`src/rtl/pipe_stage_buf.sv`:
```
// Pipeline-stage register with a valid/ready handshake, a synchronous flush and an
// optional second (skid) entry that lets in_ready come straight from a flop.
module pipe_stage_buf #(
  parameter int unsigned      WIDTH     = 32,
  parameter logic [WIDTH-1:0] RESET_VAL = '0,
  parameter bit               SKID      = 1'b1
) (
  input  logic             clk,
  input  logic             rst,
  input  logic             flush,
  input  logic             in_valid,
  output logic             in_ready,
  input  logic [WIDTH-1:0] in_data,
  output logic             out_valid,
  input  logic             out_ready,
  output logic [WIDTH-1:0] out_data,
  output logic [1:0]       count
);

  // Handshake: a beat moves on a side exactly in a cycle where valid && ready is
  // high at the rising edge; a producer holds valid and data until that happens.

  // The state encoding equals the occupancy, so count doubles as the FSM debug view.
  localparam logic [1:0] ST_EMPTY = 2'd0;
  localparam logic [1:0] ST_ONE   = 2'd1;
  localparam logic [1:0] ST_FULL  = 2'd2;

  logic [1:0]       state_q, state_d;
  logic [WIDTH-1:0] main_q, main_d;
  logic [WIDTH-1:0] skid_q, skid_d;
  logic             ready_q, ready_d;
  logic             accept;
  logic             consume;

  assign out_valid = (state_q != ST_EMPTY);
  assign out_data  = main_q;
  assign count     = state_q;

  // With a skid entry, in_ready is a flop; without it, it looks through to out_ready.
  assign in_ready  = SKID ? ready_q : (out_ready | ~out_valid);

  assign accept  = in_valid & in_ready;
  assign consume = out_valid & out_ready;

  always_comb begin
    state_d = state_q;
    main_d  = main_q;
    skid_d  = skid_q;
    if (flush) begin
      // Squash without touching the data registers; a same-cycle beat is dropped.
      state_d = ST_EMPTY;
    end else begin
      case (state_q)
        ST_EMPTY: begin
          if (accept) begin
            state_d = ST_ONE;
            main_d  = in_data;
          end
        end
        ST_ONE: begin
          if (accept && consume) begin
            main_d = in_data;
          end else if (accept && SKID) begin
            state_d = ST_FULL;
            skid_d  = in_data;
          end else if (consume) begin
            state_d = ST_EMPTY;
          end
        end
        ST_FULL: begin
          if (consume) begin
            state_d = ST_ONE;
            main_d  = skid_q;
          end
        end
        default: state_d = ST_EMPTY;
      endcase
    end
    ready_d = (state_d != ST_FULL);
  end

  always_ff @(posedge clk) begin
    if (rst) begin
      state_q <= ST_EMPTY;
      main_q  <= RESET_VAL;
      skid_q  <= RESET_VAL;
      ready_q <= 1'b1;
    end else begin
      state_q <= state_d;
      main_q  <= main_d;
      skid_q  <= skid_d;
      ready_q <= ready_d;
    end
  end

  // A stalled head beat must stay put until downstream takes it.
  a_out_hold: assert property (@(posedge clk) disable iff (rst)
    (out_valid && !out_ready) |=> $stable(out_data));

endmodule
```
`config.mk`:
```
export PLATFORM = sky130hd
export DESIGN_NAME = pipe_stage_buf
export DESIGN_NICKNAME = d
export VERILOG_FILES = /design/src/rtl/pipe_stage_buf.sv
export SDC_FILE = /design/constraint.sdc
export NUM_CORES = 1
export LEC_CHECK = 0
export BUFFER_PORTS_ARGS = -buffer_cell sky130_fd_sc_hd__clkbuf_2
export CORE_MARGIN = 2
export CORE_UTILIZATION = 52
export CTS_BUF_LIST = sky130_fd_sc_hd__clkbuf_4 sky130_fd_sc_hd__clkbuf_8 sky130_fd_sc_hd__clkbuf_16
export DETAILED_ROUTE_END_ITERATION = 7
export PLACE_DENSITY = 0.79
export SETUP_SLACK_MARGIN = 0.3
export SLEW_MARGIN = 30
export SYNTH_ARGS = -nofsm -noshare
export SYNTH_HDL_FRONTEND = slang
export SYNTH_SLANG_ARGS = --single-unit
```
`constraint.sdc`:
```
create_clock -name clk -period 1.6 [get_ports clk]
set_input_delay 0 -clock clk [delete_from_list [all_inputs] [get_ports clk]]
set_output_delay 0 -clock clk [all_outputs]
set_load 0.02 [all_outputs]
```
==> flow_metrics.env, run 1 <==
export IMPL_tritoncts="done"
export IMPL_cts_buffers=9
export IMPL_dr_pass1_iters=4
export IMPL_synth_seq_cells=67
export IMPL_synth_fp_nets=338
export IMPL_holdWs_ns=0.0496
export IMPL_power_per_cell_area_mw_per_mm2=924
export IMPL_vias_per_cell=5.31
export IMPL_outcome="finished clean"
export IMPL_critPathKind="reg2reg"
export IMPL_gp_congestion=0.708
export IMPL_hold_viol_final=0
export IMPL_wl_per_cell_um=15.6
export IMPL_path_clk_slew_ns=0.07
export IMPL_drv_slew=0
export IMPL_port_buffers=72
export IMPL_tightest_slew_ns=0.465
export IMPL_crit_required_ns=1.83
export IMPL_synth_flop_cell="dfxtp_1"
export IMPL_fmax_mhz=677
export IMPL_clk_insertion_delay_late_ns=0.35
export IMPL_layout_min_cycle_time_ns=1.48
export IMPL_drc=0
export IMPL_power_leakage_uw=0.00184
export IMPL_syn_area_per_cell_um2=9.37
export IMPL_die_height_um=77.7
export IMPL_cp_end_kind="register"
export IMPL_grt_antenna_before_repair=1
export IMPL_hp_class="in2reg"
export IMPL_areaGrowthSynthToFinish_pct=45.6
export IMPL_slew_headroom=0.690
export IMPL_syn_instance_count=301
export IMPL_clock_sinks=67
export IMPL_nets=456
export IMPL_rsz0062_at_grt="yes"
export IMPL_final_common_cell="clkbuf_2"
export IMPL_setup_viol=0
export IMPL_finalClockSkew_ns=0.00524
export IMPL_die_w_um=77.7
export IMPL_num_rows=26
export IMPL_netlist_top_cells_area="dfxtp_1 (48%), a211oi_2 (12%), mux2i_1 (11%)"
export IMPL_grt_first_pass_wirelength_um=11500
export IMPL_drive_above_1_share=0.368
export IMPL_dieArea_mm2=0.00603
export IMPL_maxCapViolCount=0
export IMPL_critPathLaunchType="register"
export IMPL_dp_cells=427
export IMPL_grt_max_degree=49
export IMPL_ys_seq_area_frac=0.475
export IMPL_root_buffer="clkbuf_8"
export IMPL_start_util=0.545
export IMPL_peakVddDrop_mv=0.678
export IMPL_synth_largest_area_cell="dfxtp_1"
export IMPL_slowest_delay_ns=0.35
export IMPL_crit_slowest_cell="dfxtp_4"
export IMPL_path_cells="nand3b_4, o31ai_4, buf_4, buf_6, clkbuf_16, a211oi_2"
export IMPL_hpwl_um=3930
export IMPL_grt_pass1_vias=2540
export IMPL_cp_max_fo=12
export IMPL_layout_common_cells="clkbuf_2 (71), nand2_1 (65), dfxtp_1 (64)"
export IMPL_drt_iter0_markers=152
export IMPL_grt_use_total=0.242
export IMPL_arrival_ns=1.71
export IMPL_synth_top_area_frac=0.475
export IMPL_clk_path_buf_depth=2
export IMPL_syn_area_mm2=0.00282
export IMPL_grt_ovfl_total=0
export IMPL_wl_um=7710
export IMPL_power_total_uw=3800
export IMPL_ys_warn_count=0
export IMPL_synthDistinctLibCells=22
export IMPL_antenna_left=0
export IMPL_tns_ns=0
export IMPL_htree_levels=3
export IMPL_fin_crit_sh=0.924
export IMPL_stdcell_count=495
export IMPL_async_flop_share=0
export IMPL_io_pins=73
export IMPL_vias=2627
export IMPL_synth_edf_count=0
export IMPL_core_mm2=0.00517
## synth_stat cells, types with 2 or more instances
library cell / instances
buf_4: 3
a211oi_2: 28
clkbuf_1: 10
nand2_1: 65
a211oi_1: 4
nand2b_1: 2
buf_2: 11
nor2b_1: 2
a21oi_1: 33
dfxtp_1: 67
mux2i_1: 32
nor2_1: 33
nor3_1: 2
## through the flow
stage | worst slack (ns) | cell area, um2 | utilization
floorplan | 0.176 | 2850 | -
detailed placement | 0.0930 | 3270 | 0.631
global route | 0.0335 | 4110 | 0.794
CTS | 0.163 | 3940 | 0.762
finish | 0.122 | 4110 | 0.794
global placement | 0.176 | 3270 | 0.631
## worst max-delay path, delay by kind of cell (launching register included)
| family | cells | cell delay [ns] |
|---|---|---|
| buf+inv | 3 | 0.50 |
| compound gates | 2 | 0.34 |
| simple gates | 1 | 0.17 |
| flops | 1 | 0.35 |
## area by class of cell
type,count,area (um2)
fill,310,1060
antenna,1,2.50
clock buffer,11,145
tap,70,87.6
sequential,67,1350
timing repair buffer,131,1060
clock inverter,5,51.3
multi-input combinational,210,1410
## flip-flops by register name, summed over array words and instances, names as in the netlist
signal and cells:
count 2, in_ready 1, out_data 32, skid_q 32
## worst paths after layout
kind / end / slack, ns / start / cells past startpoint
setup reg to reg: out_data[11] / 0.12 / count[1] / 6
setup / recovery: out_data[11] / 0.12 / count[1] / 6
hold / removal: count[0] / 0.05 / out_ready / 3
hold reg to reg: skid_q[9] / 0.46 / skid_q[9] / 2
## power by group
| part | internal (uW) | leakage, uW | switching [uW] |
|---|---|---|---|
| Combinational | 286 | 0.00119 | 321 |
| Clock | 772 | 0.000107 | 647 |
| Sequential | 1730 | 0.000547 | 38.2 |
## kinds of logic (layout without fill, tap and decap cells)
kind of cell | Yosys count | after routing | synth area share
XOR/XNOR | 1 | 1 | 0.00310
buffers and inverters | 24 | 147 | 0.0408
multiplexers | 32 | 32 | 0.114
AND/OR/NAND/NOR | 110 | 110 | 0.163
flip-flops | 67 | 67 | 0.475
AO/OA/AOI/OAI | 67 | 67 | 0.204
other | 0 | 1 | 0
## per-layer routing
metal	vias up	GRT usage	routed length (um)	share of wire
met5	-	0	0	0
met4	0	0.141	226	0.029
met3	21	0.0407	412	0.053
met2	94	0.414	3850	0.50
met1	1236	0.285	3220	0.42
li1	1276	-	-	-
## repair_timing
action	4_1_cts	5_1_grt
hold buffers	34	0
gates cloned	2	3
setup endpoints to repair	64	66
pin swaps	2	3
setup buffers	9	3
hold endpoints to repair	37	0
resized for setup	12	17
No activity file was read; power rests on OpenSTA's default activity.
==> run 2, diff against run 1 <==
==> constraint.sdc (replaced) <==
create_clock -name clk -period 1.6 [get_ports clk]
set_input_delay 0.32 -clock clk [delete_from_list [all_inputs] [get_ports clk]]
set_output_delay 0.32 -clock clk [all_outputs]
set_load 0.02 [all_outputs]
==> flow_metrics.env, run 2 (same netlist as run 1, synthesis figures left out) <==
export IMPL_maxCapViolCount=0
export IMPL_stdcell_count=480
export IMPL_path_clk_slew_ns=0.08
export IMPL_hold_viol_final=0
export IMPL_grt_first_pass_wirelength_um=13000
export IMPL_layout_common_cells="clkbuf_2 (68), dfxtp_1 (64), nand2_1 (46)"
export IMPL_holdPathStages=3
export IMPL_r2r_slack_ns=0.04
export IMPL_fmax_mhz=641
export IMPL_grt_max_degree=53
export IMPL_grt_antenna_before_repair=0
export IMPL_worstHoldStart="in_data[22]"
export IMPL_dr_pass1_iters=5
export IMPL_vias_per_cell=6.07
export IMPL_ctsHoldBuffers=0
export IMPL_gp_congestion=0.709
export IMPL_layout_min_cycle_time_ns=1.56
export IMPL_path_cells="nor2b_4, o31ai_4, buf_6, buf_12, buf_12, nor2_1, a211oi_2"
export IMPL_critPathKind="reg2reg"
export IMPL_fin_util=0.888
export IMPL_drt_iter0_markers=229
export IMPL_setup_viol=0
export IMPL_critPathLaunchType="register"
export IMPL_start_util=0.545
export IMPL_rr_worst_depth=7
export IMPL_slew_headroom=0.732
export IMPL_cts_buffers=9
export IMPL_die_height_um=77.7
export IMPL_power_per_cell_area_mw_per_mm2=824
export IMPL_finalClockSkew_ns=0.0101
export IMPL_fillers=233
export IMPL_drive_above_1_share=0.573
export IMPL_slowest_delay_ns=0.37
export IMPL_htree_levels=3
export IMPL_drc=0
export IMPL_areaGrowthSynthToFinish_pct=62.8
export IMPL_drv_slew=0
export IMPL_arrival_ns=1.81
export IMPL_tightest_slew_ns=0.401
export IMPL_nets=444
export IMPL_clock_sinks=67
export IMPL_io_pins=73
export IMPL_crit_required_ns=1.85
export IMPL_grt_ovfl_total=0
export IMPL_core_mm2=0.00517
export IMPL_power_leakage_uw=0.00187
export IMPL_port_buffers=72
export IMPL_peakVddDrop_mv=0.671
export IMPL_wl_per_cell_um=22.1
export IMPL_clk_insertion_delay_late_ns=0.36
export IMPL_grt_use_total=0.275
export IMPL_num_rows=26
export IMPL_antenna_cells=0
export IMPL_dieArea_mm2=0.00603
export IMPL_hp_class="in2reg"
export IMPL_root_buffer="clkbuf_8"
export IMPL_antenna_left=0
export IMPL_tritoncts="done"
export IMPL_hpwl_um=4060
export IMPL_fin_crit_sh=0.975
export IMPL_reg2reg_from="count[0]"
export IMPL_clk_path_buf_depth=2
export IMPL_cp_max_fo=7
export IMPL_holdPathEnd="skid_q[22]"
export IMPL_tns_ns=0
export IMPL_vias=2915
export IMPL_cp_end_kind="register"
export IMPL_rsz0062_at_grt="yes"
export IMPL_die_w_um=77.7
export IMPL_final_common_cell="clkbuf_2"
export IMPL_timing_rr_end="out_data[0]"
export IMPL_crit_slowest_cell="dfxtp_4"
export IMPL_path_common_cell="buf_12"
export IMPL_grt_pass1_vias=2687
export IMPL_wl_um=10600
export IMPL_outcome="finished clean"
export IMPL_dp_cells=429
## run 2: cell types whose count changed in the layout (fill, tap and decap cells not counted), sizes merged
| cell | delta |
|---|---|
| diode | -1 |
| buf | +23 |
| clkinvlp | +1 |
| inv | -1 |
| clkinv | -2 |
| bufinv | -1 |
| dlygate4sd3 | -34 |
## run 2: layer usage
metal  share of wire  up-vias  GRT usage
li1                -     1253          -
met4           0.054        0     0.0964
met2            0.50      179      0.475
met1            0.37     1430      0.325
met3           0.076       53     0.0791
met5               0        -          0
## run 2: worst max-delay path, delay by kind of cell, from the launching register on
family                 cells  cell delay [ns]
flip-flops                 1             0.37
AO/OA/AOI/OAI              2             0.48
AND/OR/NAND/NOR            2             0.18
buffers and inverters      3             0.42
## run 2: where the power goes
group          internal [uW]  leakage, uW  switching (uW)  total, uW
logic                    321      0.00124             378        699
registers               1730     0.000547            50.6       1780
clock network            645    0.0000877             659       1300
total                   2700      0.00187            1090       3790
## run 2: cell type report
cell class                      instances  area (um2)  share of cell area
Clock buffer                           12         159              0.0346
Clock inverter                          2        12.5             0.00272
Multi-Input combinational cell        210        1820               0.396
Sequential cell                        67        1350               0.294
Tap cell                               70        87.6              0.0191
Timing Repair Buffer                  119        1170               0.254
## run 2: what timing repair did
item	in CTS	in global routing
pin swaps	14	37
endpoints found under the setup margin	66	68
setup buffers	17	5
resized for setup	54	83
gates cloned	10	5
## run 2: how the worst max path moves through the flow
| stage | cells after the start | slack (ns) | end | startpoint |
|---|---|---|---|---|
| 2_1_floorplan | 5 | 0.18 | out_data[10] | count[1] |
| 3_3_place_gp | 6 | 0.11 | out_data[29] | in_valid |
| 3_5_place_dp | 6 | 0.04 | out_data[29] | in_valid |
| 4_1_cts | 3 | 0.12 | out_valid | count[1] |
| 5_1_grt | 8 | 0.01 | skid_q[13] | count[0] |
| 6_report | 7 | 0.04 | out_data[0] | count[0] |
## run 2: stage by stage
stage | hold slack, ns | power [uW] | cell area (um2) | worst slack, ns
CTS | 0.215 | 3610 | 4080 | 0.118
global route | 0.217 | 3890 | 4590 | 0.0106
finish | 0.211 | 3790 | 4590 | 0.0395
detailed placement | 0.446 | 2270 | 3310 | 0.0366
global placement | 0.441 | 2260 | 3310 | 0.115
floorplan | 0.388 | 2100 | 2850 | 0.176
